--- src/rtl/wb_pkg.sv ---
// Shared definitions for the non-blocking writeback stage.
//   TRIM_*      : load-width encodings carried in the MemTrim control field
//   lq_entry_t  : one load-queue slot (destination, extraction controls,
//                 write-enable, completion flag and extracted data)
package wb_pkg;

  localparam int WB_XLEN      = 32;
  localparam int WB_REG_ADR_W = 5;

  localparam logic [1:0] TRIM_WORD = 2'b00;
  localparam logic [1:0] TRIM_HALF = 2'b01;
  localparam logic [1:0] TRIM_BYTE = 2'b10;

  typedef struct packed {
    logic [WB_REG_ADR_W-1:0] rd;
    logic                    sign;
    logic [1:0]              trim;
    logic [1:0]              ofs;
    logic                    we;
    logic                    done;
    logic [WB_XLEN-1:0]      data;
  } lq_entry_t;

endpackage

--- src/rtl/wb_lane_extract.sv ---
// Combinational load-data formatter: selects the addressed byte/half lane
// of a raw memory word and zero- or sign-extends it to XLEN.
//   ofs      : load address bits [1:0]
//   trim     : TRIM_WORD / TRIM_HALF / TRIM_BYTE (11 behaves as word)
//   sign     : 1 = sign-extend, 0 = zero-extend
//   data     : raw memory word
//   ext_data : formatted register-file value
module wb_lane_extract
  import wb_pkg::*;
#(
  parameter int XLEN = 32
) (
  input  logic [1:0]      ofs,
  input  logic [1:0]      trim,
  input  logic            sign,
  input  logic [XLEN-1:0] data,
  output logic [XLEN-1:0] ext_data
);

  logic signed [7:0]  byte_lane;
  logic signed [15:0] half_lane;

  always_comb begin
    case (ofs)
      2'd0:    byte_lane = data[7:0];
      2'd1:    byte_lane = data[15:8];
      2'd2:    byte_lane = data[23:16];
      default: byte_lane = data[31:24];
    endcase
    // Misaligned halves are trapped upstream, so only ofs[1] picks the lane.
    half_lane = ofs[1] ? data[31:16] : data[15:0];

    case (trim)
      TRIM_BYTE: ext_data = {{(XLEN-8){sign & byte_lane[7]}}, byte_lane};
      TRIM_HALF: ext_data = {{(XLEN-16){sign & half_lane[15]}}, half_lane};
      default:   ext_data = data;
    endcase
  end

endmodule

--- src/rtl/wb_stage_nb.sv ---
// Non-blocking writeback stage. Drives the single register-file write port
// from either the ALU result in MEM/WB (same cycle, highest priority) or the
// head of an in-order load queue whose memory response has arrived.
//   mem_wb_reg_*              : instruction currently in MEM/WB
//   dmem_rsp_valid/data       : in-order load responses from data memory
//   wb_stage_wb_ctrl_RegWrite : register-file write enable
//   wb_stage_rd_adr           : register-file write address
//   wb_stage_reg_file_wr_data : register-file write data
//   wb_stage_lq_full/empty    : load-queue occupancy flags (registered state)
//   wb_stage_rd_pending       : destinations of queued loads, for the hazard unit
//   wb_stage_lq_err           : sticky overflow / spurious-response flag
module wb_stage_nb
  import wb_pkg::*;
#(
  parameter int XLEN      = 32,
  parameter int LQ_DEPTH  = 4,
  parameter int REG_ADR_W = 5
) (
  input  logic                      clk,
  input  logic                      rst_n,
  input  logic                      mem_wb_reg_valid,
  input  logic [XLEN-1:0]           mem_wb_reg_alu_result,
  input  logic [REG_ADR_W-1:0]      mem_wb_reg_rd_adr,
  input  logic [1:0]                mem_wb_reg_byte_ofs,
  input  logic                      mem_wb_reg_wb_ctrl_RegWrite,
  input  logic                      mem_wb_reg_wb_ctrl_MemtoReg,
  input  logic                      mem_wb_reg_wb_ctrl_MemSign,
  input  logic [1:0]                mem_wb_reg_wb_ctrl_MemTrim,
  input  logic                      dmem_rsp_valid,
  input  logic [XLEN-1:0]           dmem_rsp_data,
  output logic                      wb_stage_wb_ctrl_RegWrite,
  output logic [REG_ADR_W-1:0]      wb_stage_rd_adr,
  output logic [XLEN-1:0]           wb_stage_reg_file_wr_data,
  output logic                      wb_stage_lq_full,
  output logic                      wb_stage_lq_empty,
  output logic [2**REG_ADR_W-1:0]   wb_stage_rd_pending,
  output logic                      wb_stage_lq_err
);

  localparam int PTR_W = $clog2(LQ_DEPTH);
  localparam int CNT_W = PTR_W + 1;

  lq_entry_t            lq_mem [LQ_DEPTH];
  logic [LQ_DEPTH-1:0]  lq_vld;
  logic [PTR_W-1:0]     alloc_ptr;
  logic [PTR_W-1:0]     rsp_ptr;
  logic [PTR_W-1:0]     ret_ptr;
  logic [CNT_W-1:0]     count;
  logic                 lq_err_q;

  logic                 load_req;
  logic                 alloc;
  logic                 rsp_hit;
  logic                 alu_wr;
  logic                 retire;
  lq_entry_t            rsp_entry;
  lq_entry_t            ret_entry;
  logic [XLEN-1:0]      rsp_ext;

  assign wb_stage_lq_full  = (count == CNT_W'(LQ_DEPTH));
  assign wb_stage_lq_empty = (count == '0);
  assign wb_stage_lq_err   = lq_err_q;

  assign rsp_entry = lq_mem[rsp_ptr];
  assign ret_entry = lq_mem[ret_ptr];

  // Loads allocate even when they do not write rd, so every response
  // always has a slot to land in.
  assign load_req = mem_wb_reg_valid & mem_wb_reg_wb_ctrl_MemtoReg;
  assign alloc    = load_req & ~wb_stage_lq_full;

  // rsp_ptr always rests on the oldest undone entry; if that slot is empty
  // or already done there is nothing outstanding and the response is spurious.
  assign rsp_hit  = dmem_rsp_valid & lq_vld[rsp_ptr] & ~rsp_entry.done;

  assign alu_wr   = mem_wb_reg_valid & ~mem_wb_reg_wb_ctrl_MemtoReg &
                    mem_wb_reg_wb_ctrl_RegWrite & (mem_wb_reg_rd_adr != '0);
  assign retire   = ~alu_wr & lq_vld[ret_ptr] & ret_entry.done;

  wb_lane_extract #(.XLEN(XLEN)) u_lane_extract (
    .ofs      (rsp_entry.ofs),
    .trim     (rsp_entry.trim),
    .sign     (rsp_entry.sign),
    .data     (dmem_rsp_data),
    .ext_data (rsp_ext)
  );

  always_comb begin
    wb_stage_wb_ctrl_RegWrite = 1'b0;
    wb_stage_rd_adr           = mem_wb_reg_rd_adr;
    wb_stage_reg_file_wr_data = mem_wb_reg_alu_result;
    if (alu_wr) begin
      wb_stage_wb_ctrl_RegWrite = 1'b1;
    end else if (retire) begin
      wb_stage_wb_ctrl_RegWrite = ret_entry.we;
      wb_stage_rd_adr           = ret_entry.rd;
      wb_stage_reg_file_wr_data = ret_entry.data;
    end
  end

  // A retiring entry is still valid this cycle, so it keeps its pending bit.
  always_comb begin
    wb_stage_rd_pending = '0;
    for (int i = 0; i < LQ_DEPTH; i++) begin
      if (lq_vld[i] && lq_mem[i].we) wb_stage_rd_pending[lq_mem[i].rd] = 1'b1;
    end
  end

  // Queue state: control bits reset, payload fields only written on use.
  // Alloc, response and retire always touch distinct slots in one cycle.
  always_ff @(posedge clk or negedge rst_n) begin
    if (!rst_n) begin
      lq_vld    <= '0;
      alloc_ptr <= '0;
      rsp_ptr   <= '0;
      ret_ptr   <= '0;
      count     <= '0;
      lq_err_q  <= 1'b0;
      for (int i = 0; i < LQ_DEPTH; i++) lq_mem[i].done <= 1'b0;
    end else begin
      if (alloc) begin
        lq_mem[alloc_ptr].rd   <= mem_wb_reg_rd_adr;
        lq_mem[alloc_ptr].sign <= mem_wb_reg_wb_ctrl_MemSign;
        lq_mem[alloc_ptr].trim <= mem_wb_reg_wb_ctrl_MemTrim;
        lq_mem[alloc_ptr].ofs  <= mem_wb_reg_byte_ofs;
        lq_mem[alloc_ptr].we   <= mem_wb_reg_wb_ctrl_RegWrite &
                                  (mem_wb_reg_rd_adr != '0);
        lq_mem[alloc_ptr].done <= 1'b0;
        lq_vld[alloc_ptr]      <= 1'b1;
        alloc_ptr              <= alloc_ptr + 1'b1;
      end
      if (rsp_hit) begin
        lq_mem[rsp_ptr].data <= rsp_ext;
        lq_mem[rsp_ptr].done <= 1'b1;
        rsp_ptr              <= rsp_ptr + 1'b1;
      end
      if (retire) begin
        lq_vld[ret_ptr] <= 1'b0;
        ret_ptr         <= ret_ptr + 1'b1;
      end
      case ({alloc, retire})
        2'b10:   count <= count + 1'b1;
        2'b01:   count <= count - 1'b1;
        default: count <= count;
      endcase
      if ((load_req & wb_stage_lq_full) | (dmem_rsp_valid & ~rsp_hit))
        lq_err_q <= 1'b1;
    end
  end

endmodule

--- config.mk ---
export PLATFORM = sky130hd
export DESIGN_NAME = wb_stage_nb
export DESIGN_NICKNAME = d
export VERILOG_FILES = /design/src/rtl/wb_pkg.sv /design/src/rtl/wb_lane_extract.sv /design/src/rtl/wb_stage_nb.sv
export SDC_FILE = /design/constraint.sdc
export NUM_CORES = 1
export LEC_CHECK = 0
export ABC_AREA = 1
export BUFFER_PORTS_ARGS = -buffer_cell sky130_fd_sc_hd__buf_4
export CORE_MARGIN = 4
export CORE_UTILIZATION = 30
export DETAILED_ROUTE_END_ITERATION = 12
export HOLD_SLACK_MARGIN = 0.08
export PLACE_DENSITY = 0.51
export REMOVE_ABC_BUFFERS = 1
export SYNTH_ARGS = -nofsm -noshare
export SYNTH_HDL_FRONTEND = slang
export SYNTH_SLANG_ARGS = --single-unit
--- constraint.sdc ---
create_clock -name clk -period 4.3 [get_ports clk]
set_clock_uncertainty 0.1 [all_clocks]
set_input_delay 1.075 -clock clk [delete_from_list [all_inputs] [get_ports clk]]
set_output_delay 1.075 -clock clk [all_outputs]
set_load 0.03 [all_outputs]
======== After elaboration in Yosys (flattened, before gate mapping) ========
Index checks and enable logic that the tools add are counted.
word-level totals
  flip-flop bits (word level) ............. 190
  bits of input ports ..................... 80
  output and inout port bits .............. 73
  logic and storage cells ................. 173
operators by class
  $add $sub $neg .......................... 5
  order comparisons ....................... 18
  equality and inequality tests ........... 7
  multiplexer cells ....................... 64
  bitwise gates (word level) .............. 29
  reductions and logical operators ........ 16
operators with widths
  kind                count
  $bwmux 176          8
  $demux 44 s2        8
  $mux 176            2
  $mux 32             7
  $bmux 44 s2         2
  $mux 44             3
  $mux 39             3
  $or 32x32->32       3
  $mux 33             2
  $pmux 32 s2         1
  $mux 38             1
  $mux 36             1
  $mux 34             1
  $lt 5x6->1 const B  4
  $pmux 8 s3          1
  $demux 1 s5         4
  $ge 5x1->1 const B  4
  $mux 16             1
  $and 1x1->1         14
  $logic_and 1x1->1   12
  $mux 1              10
  $mux 5              2
  $ge 3x3->1 const B  3
  $lt 2x3->1 const B  3
  other kinds (22)    39

======== Longest topological paths before layout ========
Gate-level depths: netlist of the first run.
  word-level depth ........................ 15
  depth in mapped cells ................... 14
  gate-level depth less buffers ........... 13

======== By module ========
A second synthesis of the first run with hierarchy kept.
unflattened totals
  cell total of the unflattened synthesis .. 1335
  area, all modules ....................... 10780.3 um^2
by module, submodules not included
  module           instances  cells an instance  area an instance (um^2)
  wb_stage_nb      1          1169               10035.9
  wb_lane_extract  1          166                744.5

======== Least setup slack after synthesis of the first run ========
No wires, ideal clock.
  path kind ............................... input to output
  start ................................... input port mem_wb_reg_rd_adr[3]
  end ..................................... output port wb_stage_wb_ctrl_RegWrite
  data arrival time ....................... 2.600 ns
  required time ........................... 3.125 ns
  slack ................................... 0.525 ns
  stages on the path ...................... 8
  cell sequence ........................... nor2_1 nand2_1 o21ai_0 inv_1 nand3b_1 nand2_1 buf_2 o21ai_0
on the way
  cells in the longest elaborated chain, start to end .. 7
ends and longest elaborated chain
  element                    line               text
  start, declared            wb_stage_nb.sv:23  input logic [REG_ADR_W-1:0] mem_wb_reg_rd_adr,
  $reduce_bool 5->1 *        wb_stage_nb.sv:77  mem_wb_reg_wb_ctrl_RegWrite & (mem_wb_reg_rd_adr != '0);
  $and 1x1->1 *              wb_stage_nb.sv:77
  $not 1->1                  wb_stage_nb.sv:78  assign retire = ~alu_wr & lq_vld[ret_ptr] & ret_entry.done;
  $and 1x1->1 (2 in series)  wb_stage_nb.sv:78
  $mux 1                     wb_stage_nb.sv:94  end else if (retire) begin
  $mux 1 *                   wb_stage_nb.sv:92  if (alu_wr) begin
  end, declared              wb_stage_nb.sv:31  output logic wb_stage_wb_ctrl_RegWrite,
Every way passes the cells marked *; elsewhere a longest branch is shown, timed or not.

======== Final worst setup path of the first run ========
  start ................................... input port mem_wb_reg_rd_adr[3]
  end ..................................... output port wb_stage_reg_file_wr_data[23]
on the way
  cells in the longest elaborated chain, start to end .. 7
ends and longest elaborated chain
  element                    line               text
  $reduce_bool 5->1 *        wb_stage_nb.sv:77
  $and 1x1->1 *              wb_stage_nb.sv:77
  $not 1->1                  wb_stage_nb.sv:78
  $and 1x1->1 (2 in series)  wb_stage_nb.sv:78
  $mux 32                    wb_stage_nb.sv:94
  $mux 32 *                  wb_stage_nb.sv:92
  end, declared              wb_stage_nb.sv:33  output logic [XLEN-1:0] wb_stage_reg_file_wr_data,
Marked as above.

==> impl_metrics.csv, run 1 <==
group,metric,value,unit
finish,post_layout_nonfiller_instances,1841,
worst_setup_path,arrival,2.72,ns
pwr,p_leak,5.346,nW
sta,final_max_slew_viol_count,0,
worst_setup_path,critPathSlowestCell,"buf_4",
worst_setup_path,critPathBufInv,5,
clock_tree,clk_latency,0.44,ns
worst_setup_path,worst-setup-path-type,"in2out",
detailed_routing,dr.pass1.iters,5,
global_route,grt_usage,17.57,%
detailed_routing,drt_iter0_drc,698,
floorplanning,chipHeight,195.0,um
flow_run,maxCapViolCount,0,
place,io_buffers,152,
floorplanning,rows,68,
sta,finalSetupTns,0,ns
finish,finalInstanceArea,12810,um2
clock_tree,cts_resized,0,
synthesis,synth_cell_types,38,
synthesis,synth_seq_area_share,53.52,%
finish,seq_area,5617,um2
detailed_routing,vias,9104,
sta,final.min_clock_period,3.898,ns
finish,finish.utilization,37.08,%
worst_setup_path,crit_required,3.12,ns
floorplanning,die_w,195.0,um
synthesis,synthCells,1228,
detailed_routing,drc,0,
global_route,grt_pass1_wl,52140,um
clock_tree,cts_buffer_depth,2,
global_route,gr-total-overflow,0,
worst_setup_path,worstPathMaxFanout,12,
worst_setup_path,reg2reg_from,"rsp_ptr[0]$_DFFE_PN0P_",
place,place_ws,0.3872,ns
finish,multi_input_area,4245,um2
worst_setup_path,critPathLaunchType,"input pin",
worst_setup_path,path_cells,"buf_4 -> nor2_1 -> nand2_1 -> o21ai_0 -> inv_1 -> nand3b_1 -> nand2_2 -> inv_2 -> buf_4 -> nand2_1 -> nand2_1 -> buf_4",
finish,synthToLayoutAreaGrowth,22.10,%
clock_tree,h-tree-depth,4,
synthesis,synth.top_cell.area_share,49.23,%
floorplanning,boundaryPins,153,
detailed_routing,routedWlPerCell,18.42,um
synthesis,synthTopCellsByArea,"edfxtp_1 (49%), nand2_1 (11%), nor2_1 (7.6%)",
pwr,p_seq_share,25.2,%
global_route,antenna_found_initial,0,
detailed_routing,drt-total-wl,33910,um
global_route,grt_max_degree,73,
synthesis,syn-cell-area,10490,um2
pwr,finalPower,9.651,mW
pwr,switchingPower,4.909,mW
place,placed_cells,1809,
clock_tree,cts_made_buffers,17,
floorplanning,core,34540,um2
clock_tree,hold_buffers,0,
floorplanning,start_util,30.37,%
floorplanning,dieArea,38030,um2
worst_hold_path,worstHoldPathType,"in2async",
clock_tree,ctsRootBufferMaster,"clkbuf_16",
synthesis,syn_area_per_cell,8.543,um2
place,gp_congestion,0.9210,
finish,fillers,3584,
clock_tree,post_cts_buffers,0,
pwr,clockPowerShare,16.8,%
sta,relSlewSlack,45.70,%
sta,layout_setup_ws,0.4016,ns
place,dp_hpwl,22550,um
synthesis,synth_top_area_cell,"edfxtp_1",
detailed_routing,postRouteAntennaNets,0,
worst_setup_path,crit_path_end_kind,"output port",
outcome,status,"complete, no violations",
synthesis,ys_ff_latch,190,
sta,fin_hold_ws,0.4046,ns
worst_setup_path,reg2reg_to,"lq_mem[27]$_DFFE_PP_",
clock_tree,cts.sinks,190,
synthesis,yosys_warnings,0,
finish,drive_gt1_share,19.05,%
sta,tightestPinTransition,0.8146,ns
sta,fmax,256.5,MHz
pwr,p_int,4.742,mW
clock_tree,path_clk_slew,0.07,ns
clock_tree,cts_tree,"done",
worst_setup_path,reg2reg_slack,1.02,ns
pwr,comb_power_share,58.1,%
finish,final_nets,1469,
sta,rsz0062_at_grt,"no",
worst_setup_path,ff2ff_path_depth,12,
place,placement.cell_area,12210,um2
worst_setup_path,cp_top_family,"buffers and inverters",
worst_setup_path,max_stage_delay,0.24,ns
pwr,swShare,50.87,%
finish,n_antenna_cell,0,
global_route,grt_pass1_vias,8813,
worst_setup_path,worstSetupStartpoint,"mem_wb_reg_rd_adr[3]",
pwr,cellPowerDensity,753.4,nW/um2
detailed_routing,viasPerCell,4.945,
pwr,ir_drop,0.5067,mV
sta,min_period_over_period,90.66,%
sta,setup_viol,0,
sta,hold_viol,0,
## metal layers
layer	vias up	track usage [%]	routed length [um]	share of wire, %
li1	4466	-	-	-
met1	4366	23.54	15000	44
met2	243	30.45	17120	50
met3	29	2.122	1315	3.9
met4	0	4.267	474	1.4
met5	-	0	0	0
## sequential cells by signal (all words and copies together), names as in the netlist
register / cells
alloc_ptr: 2
count: 3
lq_vld: 4
lq_mem: 176
rsp_ptr: 2
ret_ptr: 2
wb_stage_lq_err: 1
## cell usage in the layout (no fill, tap or decap), types with 7 or more instances in the layout
cell type,instances
o221ai_1,22
a21oi_1,17
or2_2,15
inv_1,94
dfrtp_1,17
o211ai_1,7
o22ai_1,34
clkbuf_16,17
nand2_2,17
nand3_1,39
ha_1,15
a22oi_1,22
nor3_1,33
nor2_1,209
nand2_1,313
edfxtp_1,172
o21ai_0,102
buf_4,182
## cell type report
cell class	instances	area share, %
flip-flops and latches	190	43.85
multi-input cells	880	33.14
repair buffers	184	10.98
well taps	455	4.444
clock buffers	18	3.350
inverters	100	2.930
clock inverters	14	1.309
## how the worst max path moves through the flow
stage	end	cells past startpoint
6_report	wb_stage_reg_file_wr_data[23]	12
3_3_place_gp	wb_stage_reg_file_wr_data[23]	12
3_5_place_dp	wb_stage_reg_file_wr_data[23]	12
4_1_cts	wb_stage_reg_file_wr_data[23]	12
2_1_floorplan	wb_stage_rd_adr[0]	7
5_1_grt	wb_stage_reg_file_wr_data[23]	12
## Yosys cell counts
master and number:
nand3_2 2, buf_1 1, o2111ai_1 6, or2_2 15, inv_1 94, o31ai_1 2, fa_1 1, nand3_1 39
a31oi_2 1, a221oi_1 3, nor2_1 213, nand3b_1 1, inv_2 6, nand2_4 3, o211ai_1 7, ha_1 15
buf_4 3, a22oi_1 22, nand3_4 1, dfrtp_1 18, o221ai_1 22, buf_2 19, a32o_1 1, a21oi_1 17
a31oi_1 1, nor3_1 33, nand2_1 314, nand4_1 1, edfxtp_1 172, nand2_2 16, o21ai_0 102, xnor2_1 1
o22ai_1 34, buf_6 2, a32oi_1 2, xor2_1 4, clkbuf_1 33, o21ai_1 1
## power by group through the flow
stage / clock network [mW] / registers, mW / logic, mW
4_1_cts: 1.65 / 2.43 / 5.69
3_3_place_gp: 0 / 2.47 / 5.65
2_1_floorplan: 0 / 2.49 / 3.58
5_1_grt: 1.73 / 2.46 / 6.26
6_report: 1.62 / 2.43 / 5.60
3_5_place_dp: 0 / 2.47 / 5.68
## cells by family (layout without fill, tap and decap cells)
kind of cell / after synthesis / in the layout / synth area share [%]
AOI/OAI and AO/OA: 221 / 221 / 13.00
xor gates and xnor gates: 5 / 5 / 0.4174
adders and majority gates: 16 / 16 / 1.980
buffers and inverters: 158 / 316 / 6.130
DFF: 190 / 190 / 53.52
and+or+nand+nor: 638 / 638 / 24.95
Note: power is estimated with default switching activity, not from simulation.
==> run 2: changes to the inputs <==
Settings changed: RECOVER_POWER set to 50.
==> run 2 against run 1 <==
Compared with the run above:
- clock power about the same
- setup slack got worse by 0.055 ns
- fmax decreased by 1.4%
- via count increased by 0.38%
- die area unchanged
- combinational power about the same
- cell count unchanged
- first-iteration DRC count increased by 4.2%
==> impl_metrics.csv, run 2 (synthesis gave the netlist of run 1 again) <==
group,metric,value,unit
detailed_routing,vias,9139,
pwr,cellPowerDensity,757.6,nW/um2
global_route,grt_max_degree,73,
clock_tree,clk_latency,0.43,ns
sta,relSlewSlack,26.52,%
worst_hold_path,worstHoldPathType,"reg2reg",
pwr,p_leak,5.267,nW
clock_tree,h-tree-depth,4,
sta,tightestPinTransition,1.102,ns
clock_tree,hold_buffers,0,
worst_setup_path,worstPathMaxFanout,12,
detailed_routing,wl_met3,1315,um
floorplanning,chipHeight,195.0,um
detailed_routing,dr_wl_met2,17090,um
floorplanning,rows,68,
floorplanning,core,34540,um2
detailed_routing,dr.pass1.iters,7,
finish,layout_common_cells,"nand2_1 (314), nor2_1 (211), edfxtp_1 (172)",
finish,n_antenna_cell,0,
floorplanning,die_w,195.0,um
detailed_routing,drt_iter0_drc,727,
worst_setup_path,crit_path_end_kind,"output port",
detailed_routing,routedWlPerCell,18.51,um
floorplanning,boundaryPins,153,
clock_tree,ctsRootBufferMaster,"clkbuf_16",
worst_setup_path,arrival,2.78,ns
detailed_routing,topRoutingLayerUsed,"met4",
clock_tree,cts_made_buffers,17,
detailed_routing,drt-total-wl,34080,um
finish,drive_gt1_share,17.24,%
worst_setup_path,crit_required,3.12,ns
place,io_buffers,152,
sta,setup_viol,0,
clock_tree,post_cts_buffers,0,
detailed_routing,wl_met1,15150,um
detailed_routing,drc,0,
clock_tree,path_clk_slew,0.07,ns
finish,finalInstanceArea,12700,um2
global_route,gr-total-overflow,0,
place,placement.cell_area,12210,um2
sta,fmax,252.9,MHz
clock_tree,cts_resized,0,
global_route,grt_pass1_vias,8813,
worst_setup_path,critPathLaunchType,"input pin",
global_route,grt_usage,17.57,%
finish,largest_register,"lq_mem",
worst_setup_path,worst-setup-path-type,"in2out",
global_route,antenna_found_initial,0,
sta,rsz0062_at_grt,"no",
finish,top_regs,"lq_mem (176), lq_vld (4), count (3)",
outcome,status,"complete, no violations",
pwr,ir_drop,0.4922,mV
place,dp_hpwl,22550,um
finish,synthToLayoutAreaGrowth,21.05,%
floorplanning,start_util,30.37,%
finish,post_layout_nonfiller_instances,1841,
place,gp_congestion,0.9210,
clock_tree,cts_tree,"done",
detailed_routing,postRouteAntennaNets,0,
finish,largest_reg_flops,176,
sta,hold_viol,0,
sta,min_period_over_period,91.95,%
global_route,grt_pass1_wl,52140,um
place,placed_cells,1809,
floorplanning,dieArea,38030,um2
detailed_routing,viasPerCell,4.964,
finish,final_nets,1469,
clock_tree,cts_buffer_depth,2,
clock_tree,cts.sinks,190,
sta,final.min_clock_period,3.954,ns
sta,final_max_slew_viol_count,0,
flow_run,maxCapViolCount,0,
finish,layout_commonest_cell,"nand2_1",
[run 2: changes by cell type in the layout (fill, tap and decap cells not counted), sizes merged]
cell	before	now
clkbuf	18	45
buf	184	157
[run 2: routing by layer]
metal	vias to the layer above	global-route usage (%)
met3	33	2.122
met4	0	4.267
met2	260	30.45
met5	-	0
li1	4458	-
met1	4388	23.54
[run 2: layout make-up]
| class | instances | area [um2] |
|---|---|---|
| Fill cell | 3600 | 21840 |
| Sequential cell | 190 | 5617 |
| Multi-Input combinational cell | 880 | 4238 |
| Timing Repair Buffer | 184 | 1304 |
| Tap cell | 455 | 569.3 |
| Clock buffer | 18 | 429.2 |
| Inverter | 100 | 375.4 |
| Clock inverter | 14 | 167.7 |
[run 2: report_power, final]
part / total [mW] / switching (mW) / internal, mW
Sequential: 2.43 / 0.169 / 2.26
Clock: 1.62 / 0.784 / 0.834
Combinational: 5.57 / 3.96 / 1.62
Total: 9.62 / 4.91 / 4.71
[run 2: worst paths after layout]
| kind | startpoint | endpoint | slack, ns | cells after the start |
|---|---|---|---|---|
| max | mem_wb_reg_rd_adr[3] | wb_stage_reg_file_wr_data[23] | 0.35 | 12 |
| min | wb_stage_lq_err$_DFFE_PN0P_ | wb_stage_lq_err$_DFFE_PN0P_ | 0.40 | 2 |
| max reg2reg | rsp_ptr[0]$_DFFE_PN0P_ | lq_mem[93]$_DFFE_PP_ | 0.46 | 8 |
| min reg2reg | wb_stage_lq_err$_DFFE_PN0P_ | wb_stage_lq_err$_DFFE_PN0P_ | 0.40 | 2 |
| max in group asynchronous | rst_n | ret_ptr[0]$_DFFE_PN0P_ | 2.63 | 1 |
| min in group asynchronous | rst_n | count[1]$_DFFE_PN0P_ | 0.72 | 1 |
[run 2: metrics by stage]
| step | hold slack [ns] | total power [mW] | util [%] | setup slack, ns | TNS (ns) |
|---|---|---|---|---|---|
| 2_1_floorplan | 0.3714 | 6.068 | - | -0.8936 | -34.84 |
| 3_3_place_gp | 0.3875 | 8.124 | 35.36 | 0.5040 | 0 |
| 3_5_place_dp | 0.4047 | 8.152 | 35.36 | 0.3872 | 0 |
| 4_1_cts | 0.3937 | 9.780 | 37.08 | 0.3787 | 0 |
| 5_1_grt | 0.4345 | 10.41 | 36.76 | 0.1261 | 0 |
| 6_report | 0.3984 | 9.622 | 36.76 | 0.3463 | 0 |
[run 2: worst max-delay path, cell delays in order]
cell	delay [ns]
clkbuf_1	0.14
nor2_1	0.14
nand2_1	0.06
o21ai_0	0.22
inv_1	0.14
nand3b_1	0.13
nand2_1	0.09
inv_2	0.23
buf_4	0.24
nand2_1	0.08
nand2_1	0.07
buf_4	0.15
==> run 3: changes to the inputs <==
Clock period 4.3 ns to 5.03 ns, I/O delays scaled along.
==> run 3 against run 2 <==
Compared with the run above:
- the flow now finishes with violations (capacitance limit, slew limit)
- routed wire length about the same
- critical path depth down 1
- combinational power down 15%
- setup slack better by 0.16 ns
- first-iteration DRC count up 20%
- sequential share of layout area up 0.14 points
- worst hold slack better by 0.0031 ns
- final area down 0.31%
- clock power down 12%
- flip-flop and latch count unchanged
- critical endpoint is now wb_stage_reg_file_wr_data[12]
- register-to-register slack better by 0.66 ns
==> impl_metrics.csv, run 3 (synthesis gave the netlist of run 1 again) <==
group,metric,value,unit
pwr,cellPowerDensity,652.4,nW/um2
clock_tree,path_clk_slew,0.07,ns
place,placement.cell_area,12140,um2
place,gp_congestion,0.9204,
worst_setup_path,reg2reg_slack,1.12,ns
worst_setup_path,critPathLaunchType,"input pin",
global_route,grt_max_degree,78,
sta,min_period_over_period,89.97,%
sta,rsz0062_at_grt,"no",
floorplanning,dieArea,38030,um2
sta,final_max_slew_viol_count,160,
detailed_routing,dr.pass1.iters,5,
worst_hold_path,worstHoldPathType,"reg2reg",
floorplanning,chipHeight,195.0,um
worst_setup_path,worst-setup-path-type,"in2out",
clock_tree,cts_buffer_depth,2,
clock_tree,h-tree-depth,4,
sta,tightestPinTransition,2.145,ns
detailed_routing,drt_iter0_drc,873,
finish,largest_register,"lq_mem",
clock_tree,clk_latency,0.44,ns
floorplanning,die_w,195.0,um
worst_setup_path,crit_required,3.67,ns
sta,relSlewSlack,-43.02,%
global_route,gr-total-overflow,0,
clock_tree,cts.sinks,190,
finish,n_antenna_cell,0,
finish,drive_gt1_share,16.42,%
clock_tree,hold_buffers,0,
pwr,p_leak,5.220,nW
clock_tree,cts_resized,0,
global_route,grt_usage,17.47,%
sta,fmax,221.0,MHz
finish,layout_common_cells,"nand2_1 (313), nor2_1 (212), edfxtp_1 (172)",
floorplanning,rows,68,
worst_setup_path,path_cells,"clkbuf_1 -> nor2_1 -> nand2_1 -> o21ai_0 -> inv_1 -> nand3b_1 -> nand2_2 -> buf_4 -> nand2_1 -> nand2_1 -> buf_4",
finish,largest_reg_flops,176,
floorplanning,core,34540,um2
clock_tree,cts_tree,"done",
worst_setup_path,max_stage_delay,0.43,ns
clock_tree,post_cts_buffers,0,
outcome,status,"finished, violations left",
worst_setup_path,worstPathMaxFanout,32,
global_route,grt_pass1_wl,51940,um
detailed_routing,vias,9096,
finish,post_layout_nonfiller_instances,1831,
sta,hold_viol,0,
global_route,grt_pass1_vias,8733,
finish,synthToLayoutAreaGrowth,20.68,%
sta,setup_viol,0,
detailed_routing,drt-total-wl,34080,um
pwr,ir_drop,0.2805,mV
global_route,antenna_found_initial,0,
place,io_buffers,152,
worst_setup_path,crit_path_end_kind,"output port",
place,placed_cells,1799,
place,dp_hpwl,22750,um
finish,final_nets,1459,
detailed_routing,viasPerCell,4.968,
floorplanning,start_util,30.37,%
worst_setup_path,arrival,3.17,ns
sta,final.min_clock_period,4.525,ns
detailed_routing,routedWlPerCell,18.61,um
finish,top_regs,"lq_mem (176), lq_vld (4), count (3)",
finish,fillers,3616,
worst_setup_path,critPathSlowestCell,"buf_4",
outcome,violations,"capacitance limit, slew limit",
detailed_routing,postRouteAntennaNets,0,
finish,finalInstanceArea,12660,um2
worst_setup_path,cp_common_cell,"nand2_1",
flow_run,maxCapViolCount,5,
detailed_routing,drc,0,
clock_tree,cts_made_buffers,17,
clock_tree,ctsRootBufferMaster,"clkbuf_16",
finish,layout_commonest_cell,"nand2_1",
floorplanning,boundaryPins,153,
==> run 3: cell count changes in the layout (fill, tap and decap cells not counted), moves of 3 or more <==
| cell | before | now |
|---|---|---|
| buf_4 | 156 | 146 |
| clkbuf_2 | 6 | 2 |
| clkinv_8 | 3 | 8 |
| inv_8 | 3 | 0 |
| clkbuf_1 | 21 | 25 |
==> run 3: through the flow <==
step           TNS, ns  setup slack [ns]  hold slack (ns)  total power [mW]  util (%)
6_report             0            0.5045           0.4016             8.260     36.65
2_1_floorplan   -12.95           -0.3461           0.3714             5.188         -
5_1_grt              0            0.1996           0.4384             8.932     36.65
4_1_cts              0            0.6240           0.4169             8.367     37.00
3_3_place_gp         0            0.6567           0.3890             6.894     35.14
3_5_place_dp         0            0.6408           0.4005             6.931     35.14
==> run 3: area by class of cell <==
type                    instances  area, um2  share of cell area (%)
repair buffers                174       1220                   9.635
well taps                     455      569.3                   4.496
clock buffers                  17      425.4                   3.360
flip-flops and latches        190       5617                   44.36
inverters                     100      375.4                   2.965
clock inverters                15      216.5                   1.710
multi-input cells             880       4238                   33.47
==> run 3: metal layers <==
metal  vias up  routed length [um]  GRT usage [%]
li1       4446                   -              -
met1      4362               15680          23.66
met4         0                 933          6.413
met3        46                1337          2.622
met5         -                   0              0
met2       242               16130          28.56
==> run 3: worst max-delay path, delay by kind of cell <==
family	cells	cell delay [ns]
AO/OA/AOI/OAI	1	0.07
buffers and inverters	4	0.93
AND/OR/NAND/NOR	6	0.86
==> run 3: path summary, 6_finish.rpt <==
check | start | end | cells past startpoint
setup / recovery | mem_wb_reg_rd_adr[3] | wb_stage_reg_file_wr_data[12] | 11
max in group asynchronous | rst_n | ret_ptr[0]$_DFFE_PN0P_ | 1
setup reg to reg | rsp_ptr[0]$_DFFE_PN0P_ | lq_mem[29]$_DFFE_PP_ | 7
hold / removal | wb_stage_lq_err$_DFFE_PN0P_ | wb_stage_lq_err$_DFFE_PN0P_ | 2
hold reg to reg | wb_stage_lq_err$_DFFE_PN0P_ | wb_stage_lq_err$_DFFE_PN0P_ | 2
min in group asynchronous | rst_n | count[2]$_DFFE_PN0P_ | 1
==> run 3: where the power goes <==
part / internal, mW / total, mW / switching, mW
registers: 1.93 / 2.07 / 0.138
logic: 1.37 / 4.75 / 3.39
clock network: 0.728 / 1.43 / 0.706
total: 4.03 / 8.26 / 4.23
